`config.mk`:
```
export PLATFORM = sky130hd
export DESIGN_NAME = xocc_dsa_sched
export DESIGN_NICKNAME = d
export VERILOG_FILES = /design/src/rtl/xocc_dsa_sched.sv
export SDC_FILE = /design/constraint.sdc
export NUM_CORES = 1
export LEC_CHECK = 0
export ABC_CLOCK_PERIOD_IN_PS = 2800
export CAP_MARGIN = 30
export CORE_AREA = 2 2 156 158
export DETAILED_ROUTE_END_ITERATION = 8
export DIE_AREA = 0 0 158 160
export DONT_BUFFER_PORTS = 1
export GPL_ROUTABILITY_DRIVEN = 1
export GPL_TIMING_DRIVEN = 0
export PLACE_DENSITY = 0.53
export SYNTH_ARGS = -nofsm -noshare
export SYNTH_HDL_FRONTEND = slang
export SYNTH_SLANG_ARGS = --single-unit
```
`constraint.sdc`:
```
create_clock -name dsa_clk -period 2.8 [get_ports dsa_clk]
set_input_delay 0.28 -clock dsa_clk [delete_from_list [all_inputs] [get_ports dsa_clk]]
set_output_delay 0.28 -clock dsa_clk [all_outputs]
set_load 0.1 [all_outputs]
```
`src/rtl/xocc_dsa_sched.sv`:
```
// Shares one DSA engine among NUM_Q XOCC command/response queue pairs.
// Round-robin pop of FWFT command heads, single command in flight, response routed back by qid.
module xocc_dsa_sched #(
  parameter int unsigned NUM_Q        = 2,
  parameter int unsigned CMD_W        = 96,
  parameter int unsigned RSP_W        = 32,
  parameter int unsigned TIMEOUT      = 1024,
  parameter logic [31:0] TIMEOUT_CODE = 32'hDEAD_0000
) (
  input  logic                     dsa_clk,
  input  logic                     dsa_rst,
  input  logic [NUM_Q-1:0]         q_en,
  input  logic [NUM_Q-1:0]         empty_cmd,
  input  logic [NUM_Q*CMD_W-1:0]   dsa_cmd_buffer,
  output logic [NUM_Q-1:0]         rd_en_cmd,
  input  logic [NUM_Q-1:0]         full_rsp,
  output logic [NUM_Q-1:0]         wr_en_rsp,
  output logic [NUM_Q*RSP_W-1:0]   dsa_rsp_buffer,
  output logic                     eng_req_vld,
  input  logic                     eng_req_rdy,
  output logic [CMD_W-1:0]         eng_req_cmd,
  output logic [3:0]               eng_req_qid,
  input  logic                     eng_rsp_vld,
  input  logic [RSP_W-1:0]         eng_rsp_data,
  output logic                     busy,
  output logic                     err_timeout,
  input  logic                     err_clr
);

  localparam int unsigned QW = (NUM_Q > 1) ? $clog2(NUM_Q) : 1;
  localparam int unsigned TW = (TIMEOUT > 1) ? $clog2(TIMEOUT) : 1;

  typedef enum logic [1:0] {IDLE, ISSUE, WAIT_RSP, WRITE} state_t;

  state_t           state;
  state_t           state_nxt;
  logic [QW-1:0]    rr_ptr;
  logic [QW-1:0]    qid;
  logic [QW-1:0]    cand;
  logic [QW-1:0]    gnt_idx;
  logic             gnt_vld;
  logic [CMD_W-1:0] cmd_sel;
  logic [CMD_W-1:0] cmd_reg;
  logic [RSP_W-1:0] rsp_reg;
  logic [TW-1:0]    timer;
  logic [NUM_Q-1:0] req;
  logic             to_fire;

  assign req     = ~empty_cmd & q_en;
  assign busy    = (state != IDLE);
  // A real response in the same cycle as the deadline always wins.
  assign to_fire = (TIMEOUT != 0) && (state == WAIT_RSP) && !eng_rsp_vld &&
                   (timer == TW'(TIMEOUT - 1));

  // Round-robin search starting just above the last grant.
  always_comb begin
    gnt_vld = 1'b0;
    gnt_idx = '0;
    cand    = '0;
    cmd_sel = '0;
    for (int unsigned k = 1; k <= NUM_Q; k++) begin
      cand = QW'((32'(rr_ptr) + k) % NUM_Q);
      if (!gnt_vld && req[cand]) begin
        gnt_vld = 1'b1;
        gnt_idx = cand;
      end
    end
    for (int unsigned i = 0; i < NUM_Q; i++) begin
      if (gnt_idx == QW'(i)) cmd_sel = dsa_cmd_buffer[i*CMD_W +: CMD_W];
    end
  end

  always_ff @(posedge dsa_clk) begin
    if (dsa_rst) state <= IDLE;
    else         state <= state_nxt;
  end

  // Strobes are suppressed while reset is held so a dropped command never pushes.
  always_comb begin
    state_nxt      = state;
    rd_en_cmd      = '0;
    wr_en_rsp      = '0;
    dsa_rsp_buffer = '0;
    eng_req_vld    = 1'b0;
    eng_req_cmd    = '0;
    eng_req_qid    = '0;
    if (!dsa_rst) begin
      unique case (state)
        IDLE: begin
          if (gnt_vld) begin
            rd_en_cmd[gnt_idx] = 1'b1;
            state_nxt          = ISSUE;
          end
        end
        ISSUE: begin
          eng_req_vld = 1'b1;
          eng_req_cmd = cmd_reg;
          eng_req_qid = 4'(qid);
          if (eng_req_rdy) state_nxt = WAIT_RSP;
        end
        WAIT_RSP: begin
          if (eng_rsp_vld || to_fire) state_nxt = WRITE;
        end
        WRITE: begin
          for (int unsigned i = 0; i < NUM_Q; i++) begin
            if (qid == QW'(i)) dsa_rsp_buffer[i*RSP_W +: RSP_W] = rsp_reg;
          end
          if (!full_rsp[qid]) begin
            wr_en_rsp[qid] = 1'b1;
            state_nxt      = IDLE;
          end
        end
        default: state_nxt = IDLE;
      endcase
    end
  end

  always_ff @(posedge dsa_clk) begin
    if (dsa_rst) begin
      rr_ptr      <= QW'(NUM_Q - 1);
      qid         <= '0;
      cmd_reg     <= '0;
      rsp_reg     <= '0;
      timer       <= '0;
      err_timeout <= 1'b0;
    end else begin
      if (state == IDLE && gnt_vld) begin
        rr_ptr  <= gnt_idx;
        qid     <= gnt_idx;
        cmd_reg <= cmd_sel;
      end
      if (state == ISSUE)         timer <= '0;
      else if (state == WAIT_RSP) timer <= timer + TW'(1);
      if (state == WAIT_RSP) begin
        if (eng_rsp_vld)  rsp_reg <= eng_rsp_data;
        else if (to_fire) rsp_reg <= RSP_W'(TIMEOUT_CODE);
      end
      if (to_fire)      err_timeout <= 1'b1;
      else if (err_clr) err_timeout <= 1'b0;
    end
  end

endmodule

```
==> metrics list <==
- Outcome: finished clean
- The worst setup path is captured at an output pin.
- TritonCTS clock tree: yes
- The register with the most flip-flops in the layout has 96 of them.
- The average instance in the mapped netlist occupies 9.47 um2.
- Post-synthesis to final-layout area growth: 40.4%
- The final hold violation count was 0.
- Netlist Area Pre-Place: between 6000 and 7000 um2
- Number of pins exceeding their max-slew limit in the final report: 0
- Die area: ~25,000 um2
* Post-detailed-route count of antenna-violating nets: 0
- Based on the critical path, the design can be clocked at up to roughly 0.38 GHz.
- Once layout is complete, the utilization of the core stands at 38.4%.
- Effective utilization at floorplan: 27.4%
* Final clock period utilization by the worst path: a little over nine tenths
* Root cell of the clock tree: clkbuf_16
- Async SR Flop Fraction: 0%
- Sequential cell area fraction in the yosys report: between 40% and 50%
- DRC errors left: 0
- Vias: ~6,000
* Most frequent cells in the layout: dfxtp_1 (141), and2_2 (96), dlygate4sd3_1 (92), a221o_1 (56), and2_4 (55)
* Post-Layout Inst Area: about 9100 um2
- Worst Setup Path Type: reg2out
- Headroom to the max-slew limit came out at around a third.
- For this run the aggregate overflow at the end of global routing stands at 0.
* Global-route total usage across every layer: around a fifth
* Dominant synthesized flop cell: dfxtp_1
- Wires add up to approximately 26,000 um.
- Total cell area at the placement stage: between 7000 and 8000 um2
- For this run, the detailed router's first-pass iteration total came to 9.
- Final Wtd Congestion: 0.795
* Sort of element at the start of the critical path: register
- The first global-routing pass estimated about 37,000 um of wire.
* Clock Skew: around 0.018 ns
- Number of port buffers: 0
- Leak Pwr: around 3.6 nW
* Setup violators final: 0
* Unrepaired setup endpoints after global routing: no
- Number of sinks handled by clock tree synthesis: ~140
- Required time at the endpoint of the critical path: approximately 2.5 ns
- Entering global routing, the biggest net connects 19 pins.
- Post-synthesis cell type count: 48
* Ports: 406
- Clk pin slew, worst setup/hold paths: 0.06 ns
- The routed design could run at a clock period as short as approximately 2.6 ns.
- Register bit total from synthesis: about 140
* Clock H-tree levels: 4
- Power Density: 819 nW/um2
- Along the worst path, the maximum fanout reaches 10.
- Counting flops with a built-in enable in the synthesized netlist gives 0.
- Number of buffers created by CTS: 17
- Post-DR wirelength/cell: ~22 um
- Die Y-Extent: roughly 160 um
- The path class of the tightest hold or removal check is in2reg.
- Routed vias/inst: between 5 and 6
* Slew at the pin closest to its max-slew limit: slightly below 1 ns
- Crit path arrival time: approximately 2.4 ns
- Synthesis produced ~700 cells.
- The core region is 23,800 um2.
- The longest clock path from root to sink contains 2 buffers.
- The later pin in the worst-skew pair is clocked with a latency of approximately 0.43 ns.
- Detailed placement ended at an HPWL of ~19,000 um.
* Total of warnings raised by yosys: 0
- After the last flow step, the layout net total stands at 1,056.
- Number of antenna violations at the first check in global routing: 2
- The die is 158 um wide.
- Highest ir drop seen on vdd: around 0.29 mV
- Leaving out fill and tap cells, the most frequent cell in the layout is dfxtp_1.
* Number of global-route vias before repair: roughly 6,000
* Ratio of cells with drive above 1 in the final layout: about 30%
- The first routing iteration left slightly above 500 violations.
* Max-cap check violation count: 0
* Row cnt: 57
[synth_stat cells, types with 5 or more instances]
cell type  count  share of area [%]
buf_4          7               0.81
a221o_1       56                8.6
clkbuf_1      47                2.7
ha_1           5               0.96
a222oi_1      25                3.8
o21ai_0       16                1.2
a22o_1        21                2.8
buf_2         10               0.77
dfxtp_1      143                 44
nor2_1        37                2.1
and2_0        28                2.7
nand2_1       20                1.2
inv_1          7               0.40
and2_1       191                 18
a22oi_1       15                1.7
o221a_2       11                1.9
[per-stage QoR]
step	setup slack (ns)	instances	TNS, ns	hold slack, ns	total power, mW
after floorplan	0.230	690	0	0.389	4.23
after global placement	-0.744	1014	-20.92	0.395	4.73
after detailed placement	-0.769	1024	-22.48	0.400	4.79
after CTS	-0.0104	1152	-0.0104	0.00881	7.55
after global routing	0.0194	1153	0	0.0212	7.84
final	0.169	1153	0	0.0316	7.50
[cell type report]
type                    count  area (um2)
fillers                  2392       14700
multi-input cells         475        3650
flip-flops and latches    143        2870
repair buffers            109        1250
clock buffers              18         429
well taps                 324         405
plain buffers              62         317
clock inverters            13         188
inverters                   8        36.3
diodes                      1        2.50
[metal layers]
metal / vias up / GRT usage, % / share of wire [%]
met2: 331 / 37.1 / 53
li1: 2731 / - / -
met5: - / 0 / 0
met4: 0 / 5.08 / 0.76
met3: 12 / 5.18 / 7.7
met1: 2883 / 21.0 / 39
[critical path, cell delays in order (launching register included)]
cell and delay [ns]:
dfxtp_1 0.58, and3_1 0.42, clkbuf_1 0.35, and2_2 0.58
[report_power, final]
part / internal [mW] / leakage, nW / switching, mW
registers: 2.37 / 1.17 / 0.221
logic: 0.792 / 2.16 / 1.68
clock network: 1.49 / 0.293 / 0.939
[path summary, 6_finish.rpt]
check	cells after the start	start	slack [ns]	endpoint
hold / removal	2	dsa_cmd_buffer[137]	0.03	cmd_reg[41]$_SDFFE_PP0P_
setup / recovery	3	qid$_SDFFE_PP0P_	0.17	dsa_rsp_buffer[47]
setup reg to reg	8	state[1]$_SDFFE_PP0P_	0.27	cmd_reg[39]$_SDFFE_PP0P_
hold reg to reg	1	cmd_reg[56]$_SDFFE_PP0P_	0.48	cmd_reg[56]$_SDFFE_PP0P_
[what timing repair did]
action                     in CTS  in global routing
hold buffers                   92                  0
pin swaps                       3                  3
setup endpoints to repair     205                 60
gates cloned                    1                  0
buffers inserted                5                  1
resized for setup             229                 13
hold endpoints to repair       92                  0
[cells by family (layout without fill, tap and decap cells)]
kind of cell / count (synthesis) / count (layout) / synth area share [%]
buffers and inverters: 72 / 210 / 4.74
flip-flops: 143 / 143 / 43.9
multiplexers: 3 / 3 / 0.461
other: 1 / 4 / 0.0575
XOR/XNOR: 8 / 8 / 1.07
AND/OR/NAND/NOR: 298 / 298 / 26.8
AO/OA/AOI/OAI: 158 / 158 / 22.0
adder cells (fa/ha/maj): 5 / 5 / 0.960
No activity file was read; power rests on OpenSTA's default activity.
